==> config.mk <==
export PLATFORM = sky130hd
export DESIGN_NAME = l1a_tag_dispatcher
export DESIGN_NICKNAME = d
export VERILOG_FILES = /design/src/rtl/l1a_pkg.sv /design/src/rtl/l1a_tag_fifo.sv /design/src/rtl/l1a_tag_dispatcher.sv
export SDC_FILE = /design/constraint.sdc
export NUM_CORES = 1
export LEC_CHECK = 0
export BUFFER_PORTS_ARGS = -buffer_cell sky130_fd_sc_hd__buf_2
export CAP_MARGIN = 0
export CORE_ASPECT_RATIO = 2
export CORE_MARGIN = 2
export CORE_UTILIZATION = 42
export DETAILED_ROUTE_END_ITERATION = 8
export PLACE_DENSITY = 0.68
export SLEW_MARGIN = 20
export SYNTH_ARGS = -nofsm -noshare
export SYNTH_HDL_FRONTEND = slang
export SYNTH_SLANG_ARGS = --single-unit
==> constraint.sdc <==
create_clock -name clk -period 5.16 [get_ports clk]
set_clock_uncertainty 0.05 [all_clocks]
set_input_delay 1.032 -clock clk [delete_from_list [all_inputs] [get_ports clk]]
set_output_delay 1.032 -clock clk [all_outputs]
set_load 0.02 [all_outputs]
==> src/rtl/l1a_pkg.sv <==
// l1a_pkg: shared tag width, dispatcher FSM encoding and tag-lane slicing helper
package l1a_pkg;
    localparam int L1A_W = 14;
    localparam int MAX_NCH = 16;
    typedef enum logic [2:0] {IDLE, LOAD, TRIG, WAIT, DONE} l1a_disp_state_t;
    function automatic logic [L1A_W-1:0] lane_tag(input logic [MAX_NCH*L1A_W-1:0] bus, input int k);
        return bus[k*L1A_W +: L1A_W];
    endfunction
endpackage

==> src/rtl/l1a_tag_fifo.sv <==
// l1a_tag_fifo: first-word-fall-through synchronous queue of pending L1A tags
//   clk, reset (sync, active-high); push/din write; pop/dout read (dout valid while !empty);
//   full, empty status. A push while full is accepted only when a pop happens in the same cycle.
module l1a_tag_fifo
    import l1a_pkg::*;
#(
    parameter int DEPTH = 8
) (
    input  logic             clk,
    input  logic             reset,
    input  logic             push,
    input  logic             pop,
    input  logic [L1A_W-1:0] din,
    output logic [L1A_W-1:0] dout,
    output logic             full,
    output logic             empty
);
    localparam int AW = $clog2(DEPTH);
    logic [L1A_W-1:0] mem [DEPTH];
    logic [AW:0] wr_ptr, rd_ptr;
    logic do_pop, do_push;
    assign empty = wr_ptr == rd_ptr;
    assign full = (wr_ptr[AW] != rd_ptr[AW]) && (wr_ptr[AW-1:0] == rd_ptr[AW-1:0]);
    assign do_pop = pop && !empty;
    assign do_push = push && (!full || do_pop);
    assign dout = mem[rd_ptr[AW-1:0]];
    always_ff @(posedge clk) begin
        if (reset) begin
            wr_ptr <= '0;
            rd_ptr <= '0;
        end else begin
            wr_ptr <= wr_ptr + (AW+1)'(do_push);
            rd_ptr <= rd_ptr + (AW+1)'(do_pop);
        end
    end
    always_ff @(posedge clk) begin
        if (do_push) mem[wr_ptr[AW-1:0]] <= din;
    end
endmodule

==> src/rtl/l1a_tag_dispatcher.sv <==
// l1a_tag_dispatcher: tags level-1 accepts and sequences them onto per-channel L1A buses
//   clk, reset (sync, active-high); l1a_in accept pulse; finish_ack/align_in from the checker;
//   l1a_bus per-channel tag lanes; trig_out one-hot update strobe; start_check, check_in_progress
//   transaction status; fifo_full, overflow, timeout_err status; evt_cnt, misalign_cnt statistics.
//   Optional L1A_ERR_INJECT_EN adds inj_arm/inj_ch to flip tag bit 0 on one lane for one transaction.
module l1a_tag_dispatcher
    import l1a_pkg::*;
#(
    parameter int NCH = 2,
    parameter int FIFO_DEPTH = 8,
    parameter int ACK_TO = 255
) (
    input  logic                 clk,
    input  logic                 reset,
    input  logic                 l1a_in,
    input  logic                 finish_ack,
    input  logic                 align_in,
`ifdef L1A_ERR_INJECT_EN
    input  logic                 inj_arm,
    input  logic [3:0]           inj_ch,
`endif
    output logic [NCH*L1A_W-1:0] l1a_bus,
    output logic [NCH-1:0]       trig_out,
    output logic [NCH-1:0]       start_check,
    output logic                 check_in_progress,
    output logic                 fifo_full,
    output logic                 overflow,
    output logic                 timeout_err,
    output logic [L1A_W-1:0]     evt_cnt,
    output logic [7:0]           misalign_cnt
);
    localparam int TO_W = $clog2(ACK_TO+1);
    l1a_disp_state_t state, state_n;
    logic [L1A_W-1:0] cur_tag, fifo_dout;
    logic [3:0] ch;
    logic [TO_W-1:0] to_cnt;
    logic fifo_empty, pop, last_ch, to_hit;
    assign last_ch = ch == 4'(NCH-1);
    assign to_hit = to_cnt == TO_W'(ACK_TO-1);
    l1a_tag_fifo #(.DEPTH(FIFO_DEPTH)) u_fifo (
        .clk(clk),
        .reset(reset),
        .push(l1a_in),
        .pop(pop),
        .din(evt_cnt + 1'b1),
        .dout(fifo_dout),
        .full(fifo_full),
        .empty(fifo_empty)
    );
    always_ff @(posedge clk) begin
        if (reset) state <= IDLE;
        else state <= state_n;
    end
    always_comb begin
        state_n = state;
        pop = 1'b0;
        case (state)
            IDLE: begin
                pop = !fifo_empty;
                state_n = fifo_empty ? IDLE : LOAD;
            end
            LOAD: state_n = TRIG;
            TRIG: state_n = WAIT;
            WAIT: state_n = finish_ack ? (last_ch ? DONE : TRIG) : (to_hit ? DONE : WAIT);
            default: state_n = IDLE;
        endcase
    end
    assign check_in_progress = state inside {LOAD, TRIG, WAIT};
    assign start_check = {NCH{check_in_progress}};
    assign trig_out = (state == TRIG) ? NCH'(1) << ch : '0;
    always_ff @(posedge clk) begin
        if (reset) begin
            cur_tag <= '0;
            ch <= '0;
            to_cnt <= '0;
            evt_cnt <= '0;
            overflow <= 1'b0;
            timeout_err <= 1'b0;
            misalign_cnt <= '0;
        end else begin
            if (l1a_in) evt_cnt <= evt_cnt + 1'b1;
            if (l1a_in && fifo_full && !pop) overflow <= 1'b1;
            if (pop) cur_tag <= fifo_dout;
            if (state == LOAD) ch <= '0;
            if (state == TRIG) to_cnt <= '0;
            if (state == WAIT) begin
                to_cnt <= to_cnt + 1'b1;
                if (finish_ack && !last_ch) ch <= ch + 1'b1;
                if (finish_ack && last_ch && !align_in && misalign_cnt != 8'hff) misalign_cnt <= misalign_cnt + 1'b1;
                if (!finish_ack && to_hit) timeout_err <= 1'b1;
            end
        end
    end
`ifdef L1A_ERR_INJECT_EN
    logic armed;
    logic [3:0] inj_ch_q;
    logic [NCH-1:0] inj_mask;
    always_ff @(posedge clk) begin
        if (reset) begin
            armed <= 1'b0;
            inj_ch_q <= '0;
            inj_mask <= '0;
        end else begin
            armed <= inj_arm || (armed && !pop);
            if (inj_arm) inj_ch_q <= inj_ch;
            if (pop) inj_mask <= armed ? NCH'(1) << inj_ch_q : '0;
        end
    end
    for (genvar k = 0; k < NCH; k++) begin : g_lane
        assign l1a_bus[k*L1A_W +: L1A_W] = cur_tag ^ L1A_W'(inj_mask[k]);
    end
`else
    for (genvar k = 0; k < NCH; k++) begin : g_lane
        assign l1a_bus[k*L1A_W +: L1A_W] = cur_tag;
    end
`endif
endmodule

# After elaboration in Yosys (flattened, before gate mapping)
# Memory sizes are Yosys's and may differ from the RTL's. A register that Yosys moved wholly into a read port is not among the register bits.
# Index checks and enable logic that the tools add are counted.
dict set report word_totals {
  in_bits 5
  ramBits 112
  reg_bits 47
  output_inout_bits 58
  memories 1
}
dict set report op_classes {
  n_addsub 6
  n_eq_ne 9
  reduce_logical 22
  shift 1
  mux 14
}
# memory depth width rd rd_ports_with_merged_regs write_ports line_no
set memory_table {}
lappend memory_table {u_fifo.mem 8 14 1 1 1 l1a_tag_fifo.sv:19} ;# logic [L1A_W-1:0] mem [DEPTH];
# operator count
set op_table {}
lappend op_table {{adder 8 x 1 -> 8 bit (second input constant)} 2}
lappend op_table {{two-way mux 8 bit} 2}
lappend op_table {{adder 14 x 1 -> 14 bit (second input constant)} 1}
lappend op_table {{two-way mux 4 bit} 3}
lappend op_table {{one-hot mux 3 bit (4 select lines)} 1}
lappend op_table {{logical AND 1 bit} 10}
lappend op_table {{two-way mux 3 bit} 3}
lappend op_table {{adder 4 x 1 -> 4 bit} 2}
lappend op_table {{== test 8 bit (second input constant)} 1}
lappend op_table {{!= test 8 bit (second input constant)} 1}
lappend op_table {{== test 3 x 2 -> 1 bit (second input constant)} 2}
lappend op_table {{logical NOT 1 bit} 6}
lappend op_table {{adder 4 x 1 -> 4 bit (second input constant)} 1}
lappend op_table {{== test 4 x 1 -> 1 bit (second input constant)} 1}
lappend op_table {{== test 4 bit} 1}
lappend op_table {{two-way mux 1 bit} 4}
lappend op_table {{AND reduction 2 bit} 2}
lappend op_table {{<< shifter 1 x 4 -> 2 bit (first input constant)} 1}
lappend op_table {{== test 3 x 1 -> 1 bit (second input constant)} 1}
lappend op_table {{== test 3 bit} 1}
lappend op_table {{logical NOT 3 bit} 1}
lappend op_table {{nonzero test 3 bit} 1}
lappend op_table {{two-way mux 2 bit} 1}
lappend op_table {{nonzero test 2 bit} 1}
lappend op_table {{2 further kinds} 2}

# Longest topological paths before layout
# Gate-level depths: netlist of run 1.
dict set report depth {
  depth_word 8
  mapped_depth 9
  ltp_nobuf 7
}

# Modules after synthesis
# From an unflattened synthesis of run 1, not the netlist that was laid out.
dict set report hier_totals {
  cells_unflattened 572
  hier_area_um2 7402.1
}
# mod n_inst cells_per_inst area_per_inst_um2 seq_area_each_um2
set modules_own_cells {}
lappend modules_own_cells {l1a_tag_fifo 1 246 4723.3 3523.4}
lappend modules_own_cells {l1a_tag_dispatcher 1 326 2678.8 1061.0}

# Worst setup path before layout of run 1
# Ideal clock, no wire load.
dict set report synth_path {
  kind {input port to flip-flop}
  start {in l1a_in}
  end {mem u_fifo.mem[4][0] (enable)}
  setup_time_ns 0.422
  arrival_ns 2.712
  cell_stages 2
  slack_ns 1.977
  path_cell_list {a21boi_2 > nor4bb_1}
}
dict set report synth_between {
  elab_chain_len 3
}
# element line_no
set synth_lines {}
lappend synth_lines {{from (decl)} l1a_tag_dispatcher.sv:15} ;# input logic l1a_in,
lappend synth_lines {{logical AND 1 bit} l1a_tag_fifo.sv:25} ;# assign do_push = push && (!full || do_pop);
lappend synth_lines {{two-way mux 1 bit} l1a_tag_fifo.sv:37} ;# if (do_push) mem[wr_ptr[AW-1:0]] <= din;
lappend synth_lines {{two-way mux 1 bit (implied by the code)} l1a_tag_fifo.sv:37}
lappend synth_lines {{to (decl)} l1a_tag_fifo.sv:19}
# Every way passes these cells.

# Worst setup path in the final report of run 1
dict set report layout_path {
  start {reg u_fifo.rd_ptr[2]}
  end {out fifo_full}
}
dict set report layout_between {
  elab_chain_len 2
}
# element line_no
set layout_lines {}
lappend layout_lines {{from (decl)} l1a_tag_fifo.sv:20} ;# logic [AW:0] wr_ptr, rd_ptr;
lappend layout_lines {{from (signal assigned)} l1a_tag_fifo.sv:33} ;# rd_ptr <= rd_ptr + (AW+1)'(do_pop);
lappend layout_lines {{== test 3 bit} l1a_tag_fifo.sv:23} ;# assign full = (wr_ptr[AW] != rd_ptr[AW]) && (wr_ptr[AW-1:0] == rd_ptr[AW-1:0]);
lappend layout_lines {{logical AND 1 bit} l1a_tag_fifo.sv:23}
lappend layout_lines {{to (decl)} l1a_tag_dispatcher.sv:26} ;# output logic fifo_full,
# Every way passes these cells.

==> impl_metrics.yaml, run 1 <==
status:
  status: "finished, final reports clean"
synthesis:
  synth_nets: 536
  seq_area_frac_synth: 0.620
  async_flop_share: 0
  ys_types: 52
  syn_area_per_cell_um2: 14.2
  syn_inst: 521
  synth-edff-count: 112
  yosys_register_bits: 173
  synth_top_flop_cell: "edfxtp_1"
  yosysWarnings: 0
  synthesis.area_um2: 7390
detailed_routing:
  drt-initial-drc-count: 276
  vias: 4248
  drc: 0
  antenna_left: 0
  firstDrtPassIters: 4
  wirelength_mm: 14.3
  vias_per_cell: 5.42
  post_drt_wl_per_cell_um: 18.2
critical_path:
  cp_data_arrival_time_ps: 1940
  required_ps: 4080
  end_kind: "output port"
  startpoint_type: "flop"
  cp_max_fo: 31
  r2r_cells: 6
  worstSetupPathType: "flop to output port"
placement:
  place_ws_ps: 2110
  io_buffers: 62
  gp_congestion: 0.782
  place_inst: 752
  hpwl_mm: 9.83
finish:
  drive_above_1_share: 0.260
  area_delta_synth_final_pct: 11.7
  fin_nets: 576
  fin_cells: 784
  diodes: 0
  layout_common_cells: "edfxtp_1, buf_2, dfxtp_1, nor2_1, mux4_2"
  final_common_cell: "edfxtp_1"
  final_core_util: 0.478
clocking:
  cts_buffers: 17
  root_buffer: "clkbuf_16"
  hold_buffers: 0
  cts_setup_buffers: 0
  clkSinkCount: 173
  clk_pin_slew_ps: 70
  cts_tree: "yes"
  cts-resized-gates: 0
  ctsLongestPathBuffers: 2
  insertion_delay_ps: 420
  cts.htree.levels: 4
grt:
  grt_max_degree: 38
  grt_pass1_wl_mm: 23.4
  grt_pass1_vias: 4366
  grt.overflow.total: 0
  antenna_found_initial: 0
  grtUsageTotal: 0.162
hold_path:
  hold_class: "flop to flop"
  whs_path_depth: 2
floorplan:
  fp.dieW_um: 97.8
  core-area_um2: 17300
  initial_core_util: 0.428
  dieArea_um2: 18700
  ioPinCount: 63
  row_count: 68
  die_h_um: 192
sta:
  maxSlewHeadroom: 0.447
  layout_setup_ws_ps: 2140
  drv_slew: 0
  hold_viol: 0
  setup_viol: 0
  rsz0062_at_grt: "no"
  fmax_ghz: 0.331
  finalCritPeriodShare: 0.585
  worst_pin_slew_ps: 823
  setup-tns-final_ps: 0
  fin_crit_ps: 3020
pwr:
  leakage_nw: 2.92
  ir_worst_vdd_uv: 255
  total_power_mw: 3.65
  p_per_area_nw_per_um2: 442
run:
  drv_cap: 0
-- kinds of logic (layout without fill, tap and decap cells) --
| group | after synthesis | count (layout) | synth area share |
|---|---|---|---|
| multiplexers | 45 | 45 | 0.108 |
| AND/OR/NAND/NOR | 146 | 146 | 0.107 |
| XOR/XNOR | 33 | 33 | 0.0391 |
| adder cells (fa/ha/maj) | 10 | 10 | 0.0169 |
| flip-flops | 173 | 173 | 0.620 |
| buffers and inverters | 54 | 107 | 0.0438 |
| AO/OA/AOI/OAI | 60 | 60 | 0.0645 |
-- metrics by stage --
stage,hold WS [ps],cell area (um^2)
final,428,8260
after global placement,415,7730
after floorplan,408,7390
after detailed placement,407,7730
after CTS,427,8260
after global routing,473,8260
-- cell usage after synthesis, drive strengths merged (2+ instances only) --
library cell / n / share of area
edfxtp: 112 / 0.45
dfxtp: 61 / 0.17
nor2: 48 / 0.024
buf: 39 / 0.036
mux4: 28 / 0.085
nand3: 19 / 0.013
a21oi: 17 / 0.012
xor2: 17 / 0.020
a211oi: 16 / 0.026
mux2i: 16 / 0.022
xnor2: 16 / 0.019
nand2: 14 / 0.0071
nand4: 11 / 0.0093
o21ai: 11 / 0.0074
ha: 10 / 0.017
clkbuf: 8 / 0.0042
or3: 8 / 0.0074
inv: 7 / 0.0036
nor3: 7 / 0.0047
and3: 6 / 0.0051
or4: 6 / 0.0061
and4b: 5 / 0.0068
nor2b: 5 / 0.0042
nor3b: 3 / 0.0030
o31ai: 3 / 0.0030
a21o: 2 / 0.0020
a31oi: 2 / 0.0017
and3b: 2 / 0.0024
nand2b: 2 / 0.0017
nand3b: 2 / 0.0020
nor4: 2 / 0.0017
o21bai: 2 / 0.0020
-- registers in the layout (all words and copies together), names as in the netlist --
signal and count:
evt_cnt 14, misalign_cnt 8, state 3, cur_tag 14, timeout_err 1, overflow 1, u_fifo.mem 112, u_fifo.rd_ptr 4
to_cnt 8, u_fifo.wr_ptr 4, ch 4
-- power by group --
group	leakage [nW]	switching [mW]	internal, mW	total (mW)
logic	1.14	0.527	0.347	0.874
registers	1.52	0.0718	1.56	1.63
clock network	0.257	0.523	0.619	1.14
-- worst max-delay path, stage by stage, from the launching register on --
cell     delay [ps]
dfxtp_1         320
buf_4           400
xnor2_1         270
and4b_1         330
buf_2           200
-- metal layers --
layer	share of wire	GRT usage	up-vias	wire, um
li1	-	-	2037	-
met3	0.035	0.0247	4	498
met5	0	0	-	0
met4	0.0063	0.0646	0	90
met2	0.57	0.301	93	8200
met1	0.38	0.184	2114	5490
-- area by class of cell --
class	instances	area [um^2]
clock buffer	19	433
clock inverter	13	93.8
fill	1522	9010
inverter	7	26.3
multi-input combinational	294	2500
sequential	173	4590
tap	210	263
timing repair buffer	68	355
-- worst paths after layout --
path,startpoint,to,slack [ps]
worst max register to register,u_fifo.rd_ptr[2],u_fifo.mem[4][4],2240
worst max-delay path,u_fifo.rd_ptr[2],fifo_full,2140
worst min register to register,timeout_err,timeout_err,430
worst min-delay path,timeout_err,timeout_err,430
Power figures use the tool's default switching activity.
==> inputs of run 2 (changes only) <==
--- a/config.mk
+++ b/config.mk
@@ -5,13 +5,14 @@
 export SDC_FILE = /design/constraint.sdc
 export NUM_CORES = 1
 export LEC_CHECK = 0
+export ABC_AREA = 1
 export BUFFER_PORTS_ARGS = -buffer_cell sky130_fd_sc_hd__buf_2
 export CAP_MARGIN = 0
 export CORE_ASPECT_RATIO = 2
 export CORE_MARGIN = 2
 export CORE_UTILIZATION = 42
 export DETAILED_ROUTE_END_ITERATION = 8
-export PLACE_DENSITY = 0.68
+export PLACE_DENSITY = 0.7
 export SLEW_MARGIN = 20
 export SYNTH_ARGS = -nofsm -noshare
 export SYNTH_HDL_FRONTEND = slang
==> constraint.sdc (replaced) <==
create_clock -name clk -period 2.73 [get_ports clk]
set_clock_uncertainty 0.05 [all_clocks]
set_input_delay 0.546 -clock clk [delete_from_list [all_inputs] [get_ports clk]]
set_output_delay 0.546 -clock clk [all_outputs]
set_load 0.02 [all_outputs]
==> run 2 against run 1 <==
Effect of this change: design area increased by 6.0%; synthesized area increased by 4.3%; non-clock buffer count increased by 11; synthesized cell count increased by 67%; sequential cell count unchanged; first-iteration DRC count increased by 42%; highest routed layer unchanged; sequential power increased by 92%; via count increased by 35%; total power increased by 110%.
==> impl_metrics.yaml, run 2 <==
detailed_routing:
  vias_per_cell: 4.99
  antenna_left: 0
  wirelength_mm: 17.1
  drt-initial-drc-count: 392
  post_drt_wl_per_cell_um: 14.8
  drc: 0
  vias: 5738
  firstDrtPassIters: 5
grt:
  grt_pass1_wl_mm: 27.9
  grtUsageTotal: 0.185
  grt_pass1_vias: 5734
  grt_max_degree: 58
  antenna_found_initial: 0
  grt.overflow.total: 0
synthesis:
  synth_nets: 887
  synthMuxAreaShare: 0
  syn_inst: 872
  synth_xor_area_frac: 0.0170
  yosys_register_bits: 173
  synth-edff-count: 112
  ys_types: 29
  synthAdderAreaFrac: 0.0162
  yosysWarnings: 0
  synth_top_family_by_area: "simple AND/OR/NAND/NOR gates"
  yosys.area.top_type: "edfxtp_1"
  yosysTopAreaCellShare: 0.436
  yosysMostFrequentCell: "nor2_1"
  synth_commonest_cells: "nor2_1, nand2_1, edfxtp_1"
  seq_area_frac_synth: 0.594
  synth_compound_area_frac: 0.0745
  synth_area_leaders: "edfxtp_1, dfxtp_1, nor2_1"
  synth_top_flop_cell: "edfxtp_1"
  syn_area_per_cell_um2: 8.85
  synth-simple-area-share: 0.223
  async_flop_share: 0
  synthesis.area_um2: 7710
pwr:
  leakage_nw: 3.71
  combPwrFrac: 0.265
  sw_frac_of_total: 0.336
  power.internal_mw: 5.07
  p_seq_frac: 0.410
  p_clk_frac: 0.325
  p_per_area_nw_per_um2: 872
  power.switching_mw: 2.56
  ir_worst_vdd_uv: 483
sta:
  rsz0062_at_grt: "no"
  setup_viol: 0
  fin_crit_ps: 2290
  finalCritPeriodShare: 0.840
  drv_slew: 0
  worst_pin_slew_ps: 739
  layout_setup_ws_ps: 436
  setup-tns-final_ps: 0
  maxSlewHeadroom: 0.506
  hold_viol: 0
  fmax_ghz: 0.436
finish:
  final_common_cell: "nor2_1"
  largest_register_ffs: 112
  layout_common_cells: "nor2_1, nand2_1, edfxtp_1, o21ai_0, inv_1"
  area_delta_synth_final_pct: 13.4
  drive_above_1_share: 0.126
  diodes: 0
  final_core_util: 0.483
  fin_nets: 935
  fin_cells: 1149
placement:
  place_inst: 1117
  place_ws_ps: 683
  gp_congestion: 0.858
  io_buffers: 62
  hpwl_mm: 11.9
clocking:
  root_buffer: "clkbuf_16"
  clk_pin_slew_ps: 70
  clkSinkCount: 173
  cts_buffers: 17
  cts_tree: "yes"
  cts.htree.levels: 4
  cts-resized-gates: 0
  insertion_delay_ps: 430
  cts_setup_buffers: 0
  hold_buffers: 0
  ctsLongestPathBuffers: 2
floorplan:
  die_h_um: 196
  fp.dieW_um: 99.8
  row_count: 70
  core-area_um2: 18100
  ioPinCount: 63
  initial_core_util: 0.425
  dieArea_um2: 19500
critical_path:
  end_kind: "output port"
  cp_max_fo: 4
  cp_data_arrival_time_ps: 1700
  worstSetupPathType: "flop to output port"
  max_stage_delay_ps: 370
  cp_cell_sequence: "inv_1, nor3_1, inv_1, nor3_1, buf_2"
  cp_slowest_cell: "dfxtp_1"
  required_ps: 2130
  startpoint_type: "flop"
run:
  drv_cap: 0
status:
  status: "finished, final reports clean"
hold_path:
  hold_class: "flop to flop"
==> run 2: cell count changes in the layout (fill, tap and decap cells not counted), sizes merged, moves of 8 or more <==
cell / delta
nand2: +169
nor2: +148
inv: +74
o21ai: +67
mux4: -28
mux2i: -16
a211oi: -15
nand3: +12
a21oi: +11
buf: +11
xnor2: -11
or3: -8
==> run 2: final cells by class <==
| class | count | area, um^2 |
|---|---|---|
| fillers | 1674 | 9380 |
| flip-flops and latches | 173 | 4590 |
| multi-input cells | 570 | 2550 |
| repair buffers | 79 | 438 |
| clock buffers | 17 | 425 |
| inverters | 79 | 297 |
| well taps | 216 | 270 |
| clock inverters | 15 | 183 |
==> run 2: per-stage QoR <==
| step | hold slack (ps) | power (mW) | area (um^2) |
|---|---|---|---|
| 6_report | 401 | 7.63 | 8750 |
| 5_1_grt | 427 | 8.11 | 8750 |
| 4_1_cts | 401 | 7.71 | 8750 |
| 3_5_place_dp | 392 | 5.23 | 8140 |
| 3_3_place_gp | 388 | 5.20 | 8140 |
| 2_1_floorplan | 401 | 4.82 | 7710 |
==> run 2: path summary, 6_finish.rpt <==
path	from	to	slack, ps	depth (start not counted)
hold reg to reg	overflow	overflow	400	2
setup / recovery	state[1]	trig_out[0]	440	5
setup reg to reg	u_fifo.wr_ptr[1]	u_fifo.wr_ptr[2]	680	10
hold / removal	overflow	overflow	400	2
==> run 2: critical path: cells and delay by family (launching register included) <==
| family | cells | cell delay [ps] |
|---|---|---|
| AND/OR/NAND/NOR | 2 | 470 |
| buffers and inverters | 3 | 420 |
| flip-flops | 1 | 370 |
==> run 2: cell families (layout without fill, tap and decap cells) <==
family,count (synthesis),count (layout)
compound gates,112,112
xor+xnor,15,15
fa+ha+maj,10,10
buf+inv,129,190
flops,173,173
simple gates,433,433
==> run 2: routing by layer <==
layer,track usage,vias to the layer above,wire length [um]
met5,0,-,0
met4,0.0873,0,480
met3,0.0367,27,532
met2,0.366,111,9860
met1,0.173,2690,6180
li1,-,2910,-
==> run 2: power groups by stage <==
| stage | Combinational (mW) | Clock, mW | Sequential (mW) |
|---|---|---|---|
| finish | 2.02 | 2.48 | 3.13 |
| detailed placement | 2.04 | 0 | 3.20 |
| floorplan | 1.50 | 0 | 3.32 |
| global placement | 2.01 | 0 | 3.19 |
| CTS | 2.05 | 2.52 | 3.14 |
| global route | 2.30 | 2.64 | 3.17 |
==> inputs of run 3 (changes only) <==
--- a/config.mk
+++ b/config.mk
@@ -5,14 +5,14 @@
 export SDC_FILE = /design/constraint.sdc
 export NUM_CORES = 1
 export LEC_CHECK = 0
-export ABC_AREA = 1
+export ABC_AREA = 0
 export BUFFER_PORTS_ARGS = -buffer_cell sky130_fd_sc_hd__buf_2
 export CAP_MARGIN = 0
 export CORE_ASPECT_RATIO = 2
 export CORE_MARGIN = 2
 export CORE_UTILIZATION = 42
 export DETAILED_ROUTE_END_ITERATION = 8
-export PLACE_DENSITY = 0.7
+export PLACE_DENSITY = 0.68
 export SLEW_MARGIN = 20
 export SYNTH_ARGS = -nofsm -noshare
 export SYNTH_HDL_FRONTEND = slang
==> constraint.sdc (replaced) <==
create_clock -name clk -period 2.2 [get_ports clk]
set_clock_uncertainty 0.05 [all_clocks]
set_input_delay 0.44 -clock clk [delete_from_list [all_inputs] [get_ports clk]]
set_output_delay 0.44 -clock clk [all_outputs]
set_load 0.02 [all_outputs]
==> run 3 against run 2 <==
Effect of this change: first-iteration DRC count decreased by 31%; highest routed layer unchanged; non-clock buffer count up 14; utilization grew 1.6 points; design area is 1.5% lower; clock power grew 15%; die area down 4.0%; hold slack worse by 74 ps.
==> impl_metrics.yaml, run 3 (same netlist as run 1, synthesis figures left out) <==
detailed_routing:
  post_drt_wl_per_cell_um: 18.5
  drt-initial-drc-count: 269
  drc: 0
  wirelength_mm: 15.0
  vias: 4442
  firstDrtPassIters: 4
  antenna_left: 0
  vias_per_cell: 5.49
critical_path:
  cp_max_fo: 7
  required_ps: 1710
  startpoint: "state[0]"
  r2r_cells: 5
  worstSetupPathType: "flop to output port"
  cp_data_arrival_time_ps: 1640
  rr_startpoint: "ch[0]"
  end_kind: "output port"
  startpoint_type: "flop"
grt:
  grt_pass1_wl_mm: 24.4
  grt_max_degree: 31
  grt_pass1_vias: 4716
  grtUsageTotal: 0.169
  antenna_found_initial: 0
  grt.overflow.total: 0
sta:
  maxSlewHeadroom: 0.537
  finalCritPeriodShare: 0.967
  worst_pin_slew_ps: 690
  fin_crit_ps: 2130
  drv_slew: 0
  setup-tns-final_ps: 0
  worst_hold_slack_ps: 328
  setup_viol: 0
  rsz0062_at_grt: "no"
  hold_viol: 0
  layout_setup_ws_ps: 73.0
  fmax_ghz: 0.470
run:
  drv_cap: 0
floorplan:
  fp.dieW_um: 97.8
  ioPinCount: 63
  initial_core_util: 0.428
  dieArea_um2: 18700
  die_h_um: 192
  core-area_um2: 17300
  row_count: 68
placement:
  hpwl_mm: 10.5
  place_ws_ps: 123
  gp_congestion: 0.833
  io_buffers: 62
clocking:
  ctsLongestPathBuffers: 2
  root_buffer: "clkbuf_16"
  cts_buffers: 17
  cts_tree: "yes"
  insertion_delay_ps: 420
  cts.htree.levels: 4
  clk_pin_slew_ps: 60
  cts_setup_buffers: 0
  clkSinkCount: 173
finish:
  final_common_cell: "edfxtp_1"
  fin_nets: 601
  diodes: 0
  drive_above_1_share: 0.307
  layout_common_cells: "edfxtp_1, buf_2, dfxtp_1, nor2_1, mux4_2"
  area_delta_synth_final_pct: 16.6
  largest_register_ffs: 112
pwr:
  p_per_area_nw_per_um2: 1030
  leakage_nw: 3.10
  ir_worst_vdd_uv: 705
hold_path:
  hold_start: "finish_ack"
  whs_path_depth: 3
  hold_class: "input pin to flop"
status:
  status: "finished, final reports clean"
[run 3: changes by cell type in the layout (fill, tap and decap cells not counted), moves of 12 or more]
cell / delta
nor2_1: -146
mux4_2: +28
o21ai_0: -66
mux2i_1: +16
inv_1: -68
nand2_1: -169
nand3_1: -12
a211oi_2: +14
[run 3: power by group]
group	switching [mW]	internal, mW	total [mW]	leakage [nW]
registers	0.153	3.66	3.81	1.52
logic	1.30	0.900	2.20	1.31
clock network	1.27	1.59	2.86	0.275
total	2.73	6.15	8.88	3.10
[run 3: layer usage]
layer	global-route usage	part of all wire	wire length, um
met1	0.172	0.36	5440
met2	0.337	0.59	8830
met3	0.0335	0.030	451
met4	0.0588	0.019	284
met5	0	0	0
[run 3: final timing paths]
kind / to / slack (ps)
worst max-delay path: trig_out[0] / 70
worst max register to register: misalign_cnt[7] / 180
worst min-delay path: state[0] / 330
worst min register to register: timeout_err / 430
[run 3: through the flow]
stage / instance area (um^2) / std cells / utilization / total power, mW
2_1_floorplan: 7420 / 521 / - / 5.69
3_3_place_gp: 8030 / 777 / 0.465 / 6.05
3_5_place_dp: 8030 / 777 / 0.465 / 6.10
4_1_cts: 8590 / 809 / 0.497 / 8.97
5_1_grt: 8620 / 809 / 0.499 / 9.26
6_report: 8620 / 809 / 0.499 / 8.88
[run 3: layout make-up]
| cell class | count | area [um^2] |
|---|---|---|
| Clock buffer | 19 | 433 |
| Clock inverter | 13 | 125 |
| Fill cell | 1469 | 8650 |
| Inverter | 7 | 26.3 |
| Multi-Input combinational cell | 294 | 2550 |
| Sequential cell | 173 | 4590 |
| Tap cell | 210 | 263 |
| Timing Repair Buffer | 93 | 633 |
[run 3: critical path, cell delays in order (launching register included)]
cell,delay [ps]
dfxtp_2,360
or4_4,570
nor3_2,110
buf_2,180
[run 3: repair_timing]
item / 4_1_cts / 5_1_grt
setup endpoints to repair: 2 / 14
cloned: 0 / 0
hold buffers: 0 / 0
gates resized for setup: 1 / 8
